### src/rtl/oh_stimulus_mc_pkg.sv
// Shared constants for the multi-channel stimulus driver: modes, channel FSM
// states, entry field offsets and a channel-index width helper.
package oh_stimulus_mc_pkg;

  localparam logic [1:0] MODE_LOAD = 2'd0;
  localparam logic [1:0] MODE_PLAY = 2'd1;
  localparam logic [1:0] MODE_LOOP = 2'd2;
  localparam logic [1:0] MODE_HOLD = 2'd3;

  localparam logic [2:0] ST_IDLE  = 3'd0;
  localparam logic [2:0] ST_FETCH = 3'd1;
  localparam logic [2:0] ST_WAIT  = 3'd2;
  localparam logic [2:0] ST_SEND  = 3'd3;
  localparam logic [2:0] ST_DONE  = 3'd4;

  // Entry layout {payload, delay, valid}; payload starts at bit CW.
  localparam int E_VLD = 0;
  localparam int E_DLY = 1;

  function automatic int chan_w(input int n);
    return (n > 1) ? $clog2(n) : 1;
  endfunction

endpackage

### src/rtl/oh_stimulus_mc_if.sv
// Load and stimulus bus of oh_stimulus_mc. slave = stimulus block side,
// master = host/loader plus DUT side.
interface oh_stimulus_mc_if import oh_stimulus_mc_pkg::*; #(
  parameter int NCH = 4,
  parameter int PW  = 32,
  parameter int CW  = 8
) ();
  localparam int CHW = chan_w(NCH);
  localparam int EW  = PW + CW;

  logic [1:0]        mode;
  logic              load_valid;
  logic [CHW-1:0]    load_chan;
  logic [EW-1:0]     load_entry;
  logic              load_clear;
  logic [NCH-1:0]    load_full;
  logic [NCH-1:0]    stim_valid;
  logic [NCH*PW-1:0] stim_packet;
  logic [NCH-1:0]    stim_ready;
  logic [NCH-1:0]    stim_done;
  logic              all_done;

  modport slave (
    input  mode, load_valid, load_chan, load_entry, load_clear, stim_ready,
    output load_full, stim_valid, stim_packet, stim_done, all_done
  );

  modport master (
    output mode, load_valid, load_chan, load_entry, load_clear, stim_ready,
    input  load_full, stim_valid, stim_packet, stim_done, all_done
  );
endinterface

### src/rtl/oh_stimulus_chan.sv
// One playback channel: entry memory, write counter and the
// IDLE/FETCH/WAIT/SEND/DONE sequencer with valid/ready output.
module oh_stimulus_chan import oh_stimulus_mc_pkg::*; #(
  parameter int PW    = 32,
  parameter int CW    = 8,
  parameter int DEPTH = 16
) (
  input  logic             clk,
  input  logic             nreset,
  input  logic [1:0]       mode,
  input  logic             wr_en,
  input  logic             clear,
  input  logic [PW+CW-1:0] wr_entry,
  input  logic             ready,
  output logic             valid,
  output logic [PW-1:0]    packet,
  output logic             done,
  output logic             full
);
  localparam int MAW = $clog2(DEPTH);
  localparam int EW  = PW + CW;
  localparam int DW  = CW - 1;

  logic [EW-1:0]  mem [DEPTH];
  logic [MAW:0]   wr_cnt;
  logic [MAW-1:0] rd_addr;
  logic [DW-1:0]  dcnt;
  logic [2:0]     state;

  logic [EW-1:0]  ent;
  logic [DW-1:0]  dly;
  logic           run, loop, e_end, loop_ok, last, we;

  assign run     = (mode == MODE_PLAY) || (mode == MODE_LOOP);
  assign loop    = (mode == MODE_LOOP);
  assign ent     = mem[rd_addr];
  assign dly     = ent[E_DLY +: DW];
  assign e_end   = ({1'b0, rd_addr} == wr_cnt) || !ent[E_VLD];
  // A loop restart needs at least one playable entry, else it would spin in FETCH.
  assign loop_ok = (wr_cnt != '0) && mem[0][E_VLD];
  assign last    = (rd_addr == MAW'(DEPTH - 1));
  assign full    = (wr_cnt == (MAW+1)'(DEPTH));
  assign we      = (mode == MODE_LOAD) && wr_en && !clear && !full;

  always_ff @(posedge clk or negedge nreset) begin
    if (!nreset)
      wr_cnt <= '0;
    else if (mode == MODE_LOAD) begin
      if (clear)   wr_cnt <= '0;
      else if (we) wr_cnt <= wr_cnt + 1'b1;
    end
  end

  always_ff @(posedge clk) begin
    if (we) mem[wr_cnt[MAW-1:0]] <= wr_entry;
  end

  // HOLD is the fall-through case: nothing below runs, so state, rd_addr and dcnt freeze.
  always_ff @(posedge clk or negedge nreset) begin
    if (!nreset) begin
      state   <= ST_IDLE;
      rd_addr <= '0;
      dcnt    <= '0;
    end else if (mode == MODE_LOAD) begin
      state   <= ST_IDLE;
      rd_addr <= '0;
      dcnt    <= '0;
    end else if (run) begin
      case (state)
        ST_IDLE:  state <= ST_FETCH;
        ST_FETCH: begin
          if (e_end) begin
            if (loop && loop_ok) rd_addr <= '0;
            else                 state   <= ST_DONE;
          end else if (dly == '0) begin
            state <= ST_SEND;
          end else begin
            state <= ST_WAIT;
            dcnt  <= dly;
          end
        end
        ST_WAIT: begin
          dcnt <= dcnt - 1'b1;
          if (dcnt == DW'(1)) state <= ST_SEND;
        end
        ST_SEND: begin
          if (ready) begin
            rd_addr <= rd_addr + 1'b1;
            state   <= (last && !loop) ? ST_DONE : ST_FETCH;
          end
        end
        ST_DONE: state <= ST_DONE;
        default: state <= ST_IDLE;
      endcase
    end
  end

  assign valid  = run && (state == ST_SEND);
  assign packet = valid ? ent[EW-1:CW] : '0;
  assign done   = (state == ST_DONE) && (mode == MODE_PLAY);

endmodule

### src/rtl/oh_stimulus_mc.sv
// Multi-channel stimulus driver top: load-channel decode, one
// oh_stimulus_chan per channel, output packing and all_done.
module oh_stimulus_mc import oh_stimulus_mc_pkg::*; #(
  parameter int NCH   = 4,
  parameter int PW    = 32,
  parameter int CW    = 8,
  parameter int DEPTH = 16
) (
  input  logic           clk,
  input  logic           nreset,
  oh_stimulus_mc_if.slave bus
);
  localparam int CHW = chan_w(NCH);

  logic [NCH-1:0][PW-1:0] pkt;
  logic [NCH-1:0]         valid, done, full;

  // load_chan values >= NCH match no instance and are dropped.
  for (genvar i = 0; i < NCH; i++) begin : g_ch
    oh_stimulus_chan #(
      .PW    (PW),
      .CW    (CW),
      .DEPTH (DEPTH)
    ) u_chan (
      .clk      (clk),
      .nreset   (nreset),
      .mode     (bus.mode),
      .wr_en    (bus.load_valid && (bus.load_chan == CHW'(i))),
      .clear    (bus.load_clear),
      .wr_entry (bus.load_entry),
      .ready    (bus.stim_ready[i]),
      .valid    (valid[i]),
      .packet   (pkt[i]),
      .done     (done[i]),
      .full     (full[i])
    );
  end

  assign bus.stim_valid  = valid;
  assign bus.stim_packet = pkt;
  assign bus.stim_done   = done;
  assign bus.load_full   = full;
  assign bus.all_done    = &done;

endmodule

### src/flat_wrapper.sv
// flat-port wrapper written by rule: the top's interface ports become plain ports
module oh_stimulus_mc_flat import oh_stimulus_mc_pkg::*;
#(
  parameter int NCH   = 4,
  parameter int PW    = 32,
  parameter int CW    = 8,
  parameter int DEPTH = 16
)
  (clk, nreset, bus_mode, bus_load_valid, bus_load_chan, bus_load_entry, bus_load_clear, bus_stim_ready, bus_load_full, bus_stim_valid, bus_stim_packet, bus_stim_done, bus_all_done);
  oh_stimulus_mc_if #(.NCH(NCH), .PW(PW), .CW(CW)) bus_i ();
  input  logic clk;
  input  logic nreset;
  input wire logic [$bits(bus_i.mode)-1:0] bus_mode;
  input wire logic [$bits(bus_i.load_valid)-1:0] bus_load_valid;
  input wire logic [$bits(bus_i.load_chan)-1:0] bus_load_chan;
  input wire logic [$bits(bus_i.load_entry)-1:0] bus_load_entry;
  input wire logic [$bits(bus_i.load_clear)-1:0] bus_load_clear;
  input wire logic [$bits(bus_i.stim_ready)-1:0] bus_stim_ready;
  output wire logic [$bits(bus_i.load_full)-1:0] bus_load_full;
  output wire logic [$bits(bus_i.stim_valid)-1:0] bus_stim_valid;
  output wire logic [$bits(bus_i.stim_packet)-1:0] bus_stim_packet;
  output wire logic [$bits(bus_i.stim_done)-1:0] bus_stim_done;
  output wire logic [$bits(bus_i.all_done)-1:0] bus_all_done;
  assign bus_i.mode = bus_mode;
  assign bus_i.load_valid = bus_load_valid;
  assign bus_i.load_chan = bus_load_chan;
  assign bus_i.load_entry = bus_load_entry;
  assign bus_i.load_clear = bus_load_clear;
  assign bus_i.stim_ready = bus_stim_ready;
  assign bus_load_full = bus_i.load_full;
  assign bus_stim_valid = bus_i.stim_valid;
  assign bus_stim_packet = bus_i.stim_packet;
  assign bus_stim_done = bus_i.stim_done;
  assign bus_all_done = bus_i.all_done;
  oh_stimulus_mc #(.NCH(NCH), .PW(PW), .CW(CW), .DEPTH(DEPTH)) u_core (.clk(clk), .nreset(nreset), .bus(bus_i));
endmodule
### config.mk
export PLATFORM = sky130hd
export DESIGN_NAME = oh_stimulus_mc_flat
export DESIGN_NICKNAME = d
export VERILOG_FILES = /design/src/rtl/oh_stimulus_mc_pkg.sv /design/src/rtl/oh_stimulus_mc_if.sv /design/src/rtl/oh_stimulus_chan.sv /design/src/rtl/oh_stimulus_mc.sv /design/src/flat_wrapper.sv
export SDC_FILE = /design/constraint.sdc
export NUM_CORES = 2
export LEC_CHECK = 0
export CAP_MARGIN = 5
export CORE_UTILIZATION = 55
export CTS_CLUSTER_DIAMETER = 50
export CTS_CLUSTER_SIZE = 25
export DETAILED_ROUTE_END_ITERATION = 8
export PLACE_DENSITY = 0.71
export SYNTH_ARGS = -nofsm -noshare
export SYNTH_HDL_FRONTEND = slang
export SYNTH_HIERARCHICAL = 1
export SYNTH_SLANG_ARGS = --single-unit
export TNS_END_PERCENT = 10
### constraint.sdc
create_clock -name clk -period 8.9 [get_ports clk]
set_input_delay 1.78 -clock clk [delete_from_list [all_inputs] [get_ports clk]]
set_output_delay 1.78 -clock clk [all_outputs]
set_load 0.03 [all_outputs]
==> impl_metrics.csv <==
group,metric,value,unit
synth,synth_edf_count,2560,
sta,fin_crit_sh,77.1,%
status,outcome,"finished clean",
detailed_routing,drt-vias-per-instance,6.39,
placed_design,dp.cells,7125,
detailed_routing,wire_per_inst,30.8,microns
synth,syn_inst,4550,
sta,fin_ws,2040,ps
floorplanning,die_h,436,microns
finish,fin_cells,7496,
global_routing,grt_usage,24.5,%
clock_network,numCtsBuffers,193,
floorplanning,core_area,186000,sq um
sta,clock-skew-final,32.4,ps
critical_path,required,7120,ps
sta,setup_tns,0,ps
sta,period_minus_slack,6860,ps
critical_path,startpoint_type,"primary input",
pwr,finalPower,24.8,mW
pwr,pwr_density_cell,214,nW/um^2
job,cap_violations,0,
placed_design,place_area,109000,sq um
detailed_routing,drc,0,
synth,synth_flop_cell,"edfxtp_1",
pwr,ir_worst_vdd,0.160,mV
detailed_routing,first_pass_iters,5,
global_routing,grt_max_degree,132,
worst_hold_path,min_path_type,"reg2reg",
floorplanning,start_util,55.6,%
pwr,power_leakage,34.9,nW
finish,drive_gt1_share,28.5,%
synth,synthTopCellsByArea,"edfxtp_1 (74%), mux4_2 (16%), dfrtp_1 (1.8%)",
synth,yosysTopAreaCell,"edfxtp_1",
critical_path,crit_path_end_kind,"output pin",
sta,final_max_slew_viol_count,0,
clock_network,htreeDepth,4,
placed_design,place_congestion,0.815,
floorplanning,ios,193,
placed_design,pre_cts_ws,1960,ps
detailed_routing,first_iter_violations,5805,
synth,ys_ff_latch,2636,
synth,synth.distinct_cells,93,
synth,yosys_warnings,6,
floorplanning,fp-row-count,158,
sta,timing.slew.headroom,12.3,%
finish,fillers,12400,
clock_network,clk_pin_slew,70,ps
synth,synth_seq_area_share,76.1,%
critical_path,crit_arrival,5080,ps
sta,timing.fmax,146,MHz
clock_network,cts_root_buf,"clkbuf_16",
synth,netlist_area,103000,sq um
sta,holdWs,523,ps
placed_design,numPortBuffers,192,
sta,worst_pin_slew,1310,ps
finish,area_delta_synth_final,12.0,%
synth,yosys.area.top_type_share,74.3,%
finish,nets,4936,
floorplanning,dieArea,190000,sq um
synth,syn_area_per_cell,22.7,sq um
clock_network,clock_latency,870,ps
finish,mostFrequentLayoutCells,"edfxtp_1 (2560), mux4_2 (756), clkbuf_16 (193)",
global_routing,grt_overflow,0,
global_routing,grt_pass1_wl,337000,microns
detailed_routing,ant_nets,0,
clock_network,cts_resized,0,
synth,syn_nets,4646,
synth,synthArstFlopShare,2.88,%
sta,finalHoldViolCount,0,
clock_network,cts_setup_buffers,0,
global_routing,grt_pass1_vias,48600,
detailed_routing,wl,231000,microns
clock_network,hold_buffers,0,
clock_network,cts.sinks,2636,
sta,setup_violations,0,
clock_network,tritoncts,"yes",
finish,mostFrequentLayoutCell,"edfxtp_1",
detailed_routing,vias,47900,
finish,stdcell_area,116000,sq um
floorplanning,die_w,436,microns
critical_path,cp_max_fo,33,
global_routing,antenna_found_initial,21,
placed_design,hpwl,124000,microns
clock_network,cts_buffer_depth,3,
finish,final_util,62.2,%
sta,grt_setup_unrepaired,"false",
critical_path,critPathKind,"in2out",
-- report_power, final --
group / switching [mW] / total (mW) / internal, mW
logic: 0.830 / 1.50 / 0.671
clock network: 4.87 / 9.53 / 4.66
registers: 0.155 / 13.8 / 13.7
total: 5.86 / 24.8 / 19.0
-- sequential cells by signal, summed over array words and instances, names as in the netlist --
name and count:
u_core/g_ch.u_chan/dcnt 28, u_core/g_ch.u_chan/rd_addr 16, u_core/g_ch.u_chan/state 12, u_core/g_ch.u_chan/wr_cnt 20
u_core/g_ch.u_chan/mem 2560
-- metal layers --
| layer | track usage [%] | wire (microns) |
|---|---|---|
| met5 | 0 | 11 |
| met2 | 40.3 | 116000 |
| met4 | 5.15 | 4260 |
| met3 | 3.14 | 16000 |
| met1 | 35.9 | 94700 |
-- cells in the mapped netlist (all sizes together) (6+ instances only) --
| library cell | n |
|---|---|
| nor4 | 12 |
| a31oi | 8 |
| xor2 | 12 |
| nor4b | 10 |
| o311ai | 7 |
| xnor2 | 16 |
| nand3b | 14 |
| and3 | 12 |
| o31ai | 12 |
| buf | 147 |
| mux4 | 783 |
| nand4 | 12 |
| ha | 44 |
| or2 | 6 |
| inv | 48 |
| dfrtp | 76 |
| nand2 | 82 |
| edfxtp | 2560 |
| nand3 | 31 |
| a211oi | 8 |
| nand2b | 18 |
| o22ai | 6 |
| nor3 | 37 |
| mux2i | 30 |
| o41ai | 9 |
| clkbuf | 94 |
| o21ai | 48 |
| nor2 | 116 |
| nor2b | 141 |
| or3 | 9 |
| mux2 | 19 |
| o211ai | 6 |
| a21oi | 47 |
-- worst paths after layout --
path | from | end | slack, ps | depth (start not counted)
setup / recovery | bus_mode[1] | bus_stim_packet[90] | 2040 | 6
hold / removal | u_core/g_ch[3].u_chan/dcnt[5]$_DFFE_PN0P_ | u_core/g_ch[3].u_chan/dcnt[5]$_DFFE_PN0P_ | 520 | 2
setup reg to reg | u_core/g_ch[3].u_chan/rd_addr[1]$_DFFE_PN0P_ | u_core/g_ch[3].u_chan/dcnt[0]$_DFFE_PN0P_ | 5000 | 8
hold reg to reg | u_core/g_ch[3].u_chan/dcnt[5]$_DFFE_PN0P_ | u_core/g_ch[3].u_chan/dcnt[5]$_DFFE_PN0P_ | 520 | 2
max in group asynchronous | nreset | u_core/g_ch[3].u_chan/rd_addr[0]$_DFFE_PN0P_ | 6870 | 2
min in group asynchronous | nreset | u_core/g_ch[1].u_chan/state[2]$_DFFE_PN0P_ | 870 | 1
-- cell type report --
| cell class | instances | area, sq um | area share, % |
|---|---|---|---|
| Inverter | 49 | 184 | 0.159 |
| Multi-Input combinational cell | 1624 | 23800 | 20.5 |
| Antenna cell | 6 | 15.0 | 0.0130 |
| Timing Repair Buffer | 336 | 2890 | 2.49 |
| Tap cell | 2480 | 3100 | 2.68 |
| Clock inverter | 168 | 2260 | 1.95 |
| Clock buffer | 197 | 4840 | 4.18 |
| Sequential cell | 2636 | 78800 | 68.0 |
-- logic make-up after synthesis --
logic type / Yosys count / share of synthesized area (%)
flops: 2636 / 76.1
mux: 832 / 17.6
simple gates: 520 / 2.71
buf+inv: 290 / 1.36
compound gates: 200 / 1.38
fa+ha+maj: 44 / 0.532
xor+xnor: 28 / 0.237
-- critical path, cell delays in order --
cell             delay (ps)
clkdlybuf4s50_1         860
inv_1                   180
ha_1                    360
nand3_2                 790
nor2b_1                 360
clkdlybuf4s50_1         710
No activity file was read; power rests on OpenSTA's default activity.
